## src/rtl/axi_rd_arbiter.sv

```systemverilog
// Round-robin arbiter sharing one AXI AR/R channel among NREQ requesters, one read outstanding.
// Three cycles minimum per single-beat read; AR held until arready, no new grant until the R burst ends.
module axi_rd_arbiter #(
  parameter int NREQ = 3,
  parameter int IDW  = 4
) (
  input  logic              aclk,
  input  logic              aresetn,
  input  logic [NREQ-1:0]   req_valid,
  input  logic [NREQ*32-1:0] req_addr,
  input  logic [NREQ*3-1:0] req_type,
  output logic [NREQ-1:0]   req_rdy,
  output logic [NREQ-1:0]   ret_valid,
  output logic              ret_last,
  output logic [31:0]       ret_data,
  input  logic              wr_busy,
  input  logic [31:0]       wr_addr,
  output logic [IDW-1:0]    axi_arid,
  output logic [31:0]       axi_araddr,
  output logic [7:0]        axi_arlen,
  output logic [2:0]        axi_arsize,
  output logic [1:0]        axi_arburst,
  output logic [1:0]        axi_arlock,
  output logic [3:0]        axi_arcache,
  output logic [2:0]        axi_arprot,
  output logic              axi_arvalid,
  input  logic              axi_arready,
  input  logic [31:0]       axi_rdata,
  input  logic              axi_rlast,
  input  logic              axi_rvalid,
  output logic              axi_rready
);

  localparam int PW = (NREQ > 1) ? $clog2(NREQ) : 1;

  typedef enum logic [1:0] {S_IDLE, S_AR, S_R} state_t;

  state_t          state;
  logic [PW-1:0]   rr_ptr;
  logic [PW-1:0]   gnt;
  logic [7:0]      cnt;
  logic [NREQ-1:0] elig;
  logic            sel_found;
  logic [PW-1:0]   sel_idx;
  logic [31:0]     sel_addr;
  logic [2:0]      sel_type;
  int              cand;
  logic            unused_wr_low;

  assign axi_arburst   = 2'b01;
  assign axi_arlock    = 2'b00;
  assign axi_arcache   = 4'b0000;
  assign axi_arprot    = 3'b000;
  assign unused_wr_low = ^wr_addr[3:0];

  function automatic logic [7:0] len_of(input logic [2:0] t);
    case (t)
      3'b100:  return 8'd3;
      3'b111:  return 8'd7;
      default: return 8'd0;
    endcase
  endfunction

  function automatic logic [2:0] size_of(input logic [2:0] t);
    case (t)
      3'b000:  return 3'd0;
      3'b001:  return 3'd1;
      default: return 3'd2;
    endcase
  endfunction

  // A read hitting the same 16-byte line as the in-flight write must wait
  always_comb begin
    elig = '0;
    for (int i = 0; i < NREQ; i++)
      elig[i] = req_valid[i] & ~(wr_busy & (req_addr[32*i+4 +: 28] == wr_addr[31:4]));
  end

  always_comb begin
    sel_found = 1'b0;
    sel_idx   = '0;
    cand      = 0;
    for (int k = 0; k < NREQ; k++) begin
      cand = int'(rr_ptr) + k;
      if (cand >= NREQ) cand = cand - NREQ;
      if (!sel_found && elig[cand[PW-1:0]]) begin
        sel_found = 1'b1;
        sel_idx   = cand[PW-1:0];
      end
    end
  end

  always_comb begin
    sel_addr = '0;
    sel_type = '0;
    for (int i = 0; i < NREQ; i++) begin
      if (sel_idx == PW'(i)) begin
        sel_addr = req_addr[32*i +: 32];
        sel_type = req_type[3*i +: 3];
      end
    end
  end

  always_comb begin
    req_rdy = '0;
    if (aresetn && state == S_IDLE && sel_found) req_rdy[sel_idx] = 1'b1;
  end

  always_comb begin
    ret_valid = '0;
    if (state == S_R) ret_valid[gnt] = axi_rvalid;
  end

  assign ret_last = (state == S_R) & axi_rvalid & axi_rlast;
  assign ret_data = axi_rdata;

  always_ff @(posedge aclk or negedge aresetn) begin
    if (!aresetn) begin
      state       <= S_IDLE;
      rr_ptr      <= '0;
      gnt         <= '0;
      cnt         <= '0;
      axi_arvalid <= 1'b0;
      axi_rready  <= 1'b0;
      axi_araddr  <= '0;
      axi_arid    <= '0;
      axi_arlen   <= '0;
      axi_arsize  <= '0;
    end else begin
      case (state)
        S_IDLE: begin
          if (sel_found) begin
            gnt         <= sel_idx;
            rr_ptr      <= (sel_idx == PW'(NREQ-1)) ? '0 : sel_idx + 1'b1;
            axi_araddr  <= sel_addr;
            axi_arid    <= IDW'(sel_idx);
            axi_arlen   <= len_of(sel_type);
            axi_arsize  <= size_of(sel_type);
            axi_arvalid <= 1'b1;
            state       <= S_AR;
          end
        end
        S_AR: begin
          if (axi_arready) begin
            axi_arvalid <= 1'b0;
            axi_rready  <= 1'b1;
            cnt         <= axi_arlen;
            state       <= S_R;
          end
        end
        S_R: begin
          if (axi_rvalid) begin
            cnt <= cnt - 8'd1;
            // rlast always ends the burst, even if the beat count disagrees
            if (axi_rlast) begin
              axi_rready <= 1'b0;
              state      <= S_IDLE;
            end
          end
        end
        default: state <= S_IDLE;
      endcase
    end
  end

endmodule

```

## config.mk

```make
export PLATFORM = sky130hd
export DESIGN_NAME = axi_rd_arbiter
export DESIGN_NICKNAME = d
export VERILOG_FILES = /design/src/rtl/axi_rd_arbiter.sv
export SDC_FILE = /design/constraint.sdc
export NUM_CORES = 1
export LEC_CHECK = 0
export CAP_MARGIN = 5
export CORE_AREA = 3 3 107 129
export DETAILED_ROUTE_END_ITERATION = 10
export DIE_AREA = 0 0 110 132
export DONT_BUFFER_PORTS = 1
export PLACE_DENSITY_LB_ADDON = 0.05
export SYNTH_ARGS = -nofsm -noshare
export SYNTH_HDL_FRONTEND = slang
export SYNTH_SLANG_ARGS = --single-unit
```

## constraint.sdc

```tcl
create_clock -name aclk -period 10.2 [get_ports aclk]
set_input_delay 2.04 -clock aclk [delete_from_list [all_inputs] [get_ports aclk]]
set_output_delay 2.04 -clock aclk [all_outputs]
set_load 0.01 [all_outputs]
```

==> flow_summary_export.csv <==
group,metric,value,unit
yosys,async_flop_share,100,%
run,cap_viol_max_count,0,
global_route,overflow,0,
power_and_ir_drop,pwr_density_cell,269,mW/mm^2
final_layout,final_layout_size_suffix_gt1_share,6.12,%
global_route,grtUsageTotal,17.9,%
clock_tree,cts_root_buffer,"clkbuf_16",
yosys,syn_area,0.00378,mm^2
critical_path,critPathKind,"in2out",
yosys,postSynthAreaPerCell,8.66,um^2
floorplanning,placement_rows,45,
timing,setup_violations,0,
worst_hold_path,hp-class,"reg2reg",
yosys,yosysWarnings,0,
clock_tree,clk_pin_slew,0.06,ns
final_layout,layout-area-overhead-vs-synth,-0.729,%
outcome,outcome,"finished clean",
route,wire_per_inst,23.9,um
yosys,ys_ff_latch,44,
critical_path,cp-start-kind,"input pin",
timing,min_period,6.50,ns
global_route,grt_util_met1,21.1,%
placement,io_buffers,0,
yosys,syn-instance-count,436,
final_layout,diodes,0,
final_layout,num-nets-final,571,
floorplanning,die_h,132,um
route,finalWirelength,13.3,mm
placement,placed_area,0.00360,mm^2
placement,place_congestion,0.783,
route,drt_iter0_drc,144,
yosys,synth_edf_count,0,
global_route,antenna_found_initial,0,
timing,hold_viol_final,0,
floorplanning,die_w,110,um
route,postRouteAntennaNets,0,
clock_tree,cts_hold_buf,0,
critical_path,critPathMaxStageDelay,0.56,ns
timing,max_freq,154,MHz
yosys,yosysSeqAreaShare,29.2,%
floorplanning,core_area,0.0127,mm^2
global_route,use_met3,8.04,%
clock_tree,cts_made_buffers,5,
critical_path,cp_max_fo,10,
timing,slew_headroom,45.7,%
timing,rsz0062_at_grt,"no",
final_layout,register_area,0.00110,mm^2
route,vias_per_cell,5.26,
final_layout,stdcell_area,0.00375,mm^2
global_route,busiest_layer,"met2",
floorplanning,die_area,0.0145,mm^2
final_layout,fin_util,29.6,%
clock_tree,cts.sinks,44,
global_route,grt_pass1_wl,19.0,mm
route,dr_total_vias,2922,
final_layout,fillerInstances,1365,
floorplanning,io_pins,277,
global_route,grt_pass1_vias,3043,
clock_tree,post_cts_buffers,0,
critical_path,end_kind,"output pin",
clock_tree,cts_resized,0,
clock_tree,tritoncts,"done",
global_route,grt_max_degree,72,
final_layout,mostFrequentLayoutCells,"xnor2_1 (46), nand2_1 (46), dfrtp_1 (44)",
critical_path,cp.required,8.16,ns
power_and_ir_drop,max-vdd-ir-drop,0.000137,V
critical_path,crit_chain,"xnor2_1 > nand4_1 > or4_4 > o41ai_4 > o211ai_1 > nor2_4 > nor2_2 > and3_1",
timing,period_share,63.7,%
clock_tree,cts.path.max_buffers,2,
final_layout,multiInputGateArea,0.00225,mm^2
route,drc,0,
yosys,synthFlopType,"dfrtp_1",
timing,setup_tns,0,ns
timing,tightest_slew,0.805,ns
global_route,met2_usage,28.8,%
critical_path,cp.arrival,4.46,ns
timing,finalMaxSlewViolations,0,
yosys,synth_cell_types,52,
timing,skew,0.00922,ns
clock_tree,cts_max_level,2,
power_and_ir_drop,cellLeakagePower,1.46,nW
timing,holdWs,0.538,ns
placement,dp_hpwl,10.5,mm
clock_tree,worst_skew_pair.late_latency,0.29,ns
route,first_pass_iters,4,
floorplanning,initial_core_util,29.8,%
critical_path,crit_slowest_cell,"or4_4",
==> Yosys cell counts (3+ instances only) <==
master,number,share of area (%)
and3_1,3,0.50
nor2_1,3,0.30
o21ai_0,5,0.66
clkbuf_1,8,0.80
buf_4,53,11
nand2_1,46,4.6
a22o_1,28,6.5
xnor2_1,46,11
a21oi_1,30,4.0
buf_2,12,1.6
o21ai_1,35,4.6
mux2_1,4,1.2
nand4_1,13,2.2
nor3b_1,3,0.60
o211ai_1,4,0.80
nor4_1,8,1.3
nor3_1,6,0.80
xor2_1,38,8.8
mux2i_1,4,1.1
dfrtp_1,44,29
inv_1,3,0.30
==> final timing paths <==
path,end,slack [ns],startpoint,depth (start not counted)
worst max-delay path,req_rdy[0],3.70,wr_addr[26],8
worst max register to register,axi_arlen[1],7.29,rr_ptr[0],8
min in group asynchronous,axi_araddr[0],1.43,aresetn,0
worst min-delay path,rr_ptr[1],0.54,rr_ptr[1],2
max in group asynchronous,axi_araddr[11],8.67,aresetn,0
worst min register to register,rr_ptr[1],0.54,rr_ptr[1],2
==> worst max-delay path: cells and delay by family <==
family	cells	cell delay [ns]
AOI/OAI and AO/OA	2	0.77
xor gates and xnor gates	1	0.30
and+or+nand+nor	5	1.35
==> metrics by stage <==
stage                     power, mW  setup WS (ns)  cells
after floorplan               0.749           3.90    453
after global placement        0.850           3.70    548
final                          1.01           3.70    556
after CTS                      1.03           3.69    556
after global routing           1.10           3.60    556
after detailed placement      0.856           3.70    548
==> cell families (layout without fill, tap and decap cells) <==
| family | count (synthesis) | count (layout) | share of synthesized area, % |
|---|---|---|---|
| AO/OA/AOI/OAI | 120 | 120 | 21.2 |
| AND/OR/NAND/NOR | 96 | 96 | 12.9 |
| XOR/XNOR | 84 | 84 | 19.5 |
| buffers and inverters | 77 | 16 | 13.3 |
| flip-flops | 44 | 44 | 29.2 |
| multiplexers | 10 | 10 | 2.85 |
| adder cells (fa/ha/maj) | 3 | 3 | 0.928 |
| other | 2 | 19 | 0.199 |
==> state kept, by name, indices dropped and copies added (netlist names) <==
register,cells
axi_araddr,32
axi_arlen,2
axi_arsize,2
axi_arvalid,1
axi_rready,1
gnt,2
rr_ptr,2
state,2
==> report_power, final <==
part	internal, mW	switching [mW]	leakage [nW]
Sequential	0.261	0.104	0.545
Combinational	0.188	0.283	0.846
Clock	0.0979	0.0732	0.0701
Total	0.547	0.460	1.46
==> per-layer routing <==
layer / wire (um) / up-vias
li1: - / 1378
met3: 1530 / 23
met1: 5010 / 1370
met2: 6480 / 151
met5: 0 / -
met4: 283 / 0
==> final cells by class <==
type	instances	share of cell area [%]
clock inverter	1	0.200
timing repair buffer	4	0.801
multi-input combinational	332	59.9
sequential	44	29.4
inverter	4	0.401
clock buffer	7	3.81
tap	164	5.47
Note: power is estimated with default switching activity, not from simulation.
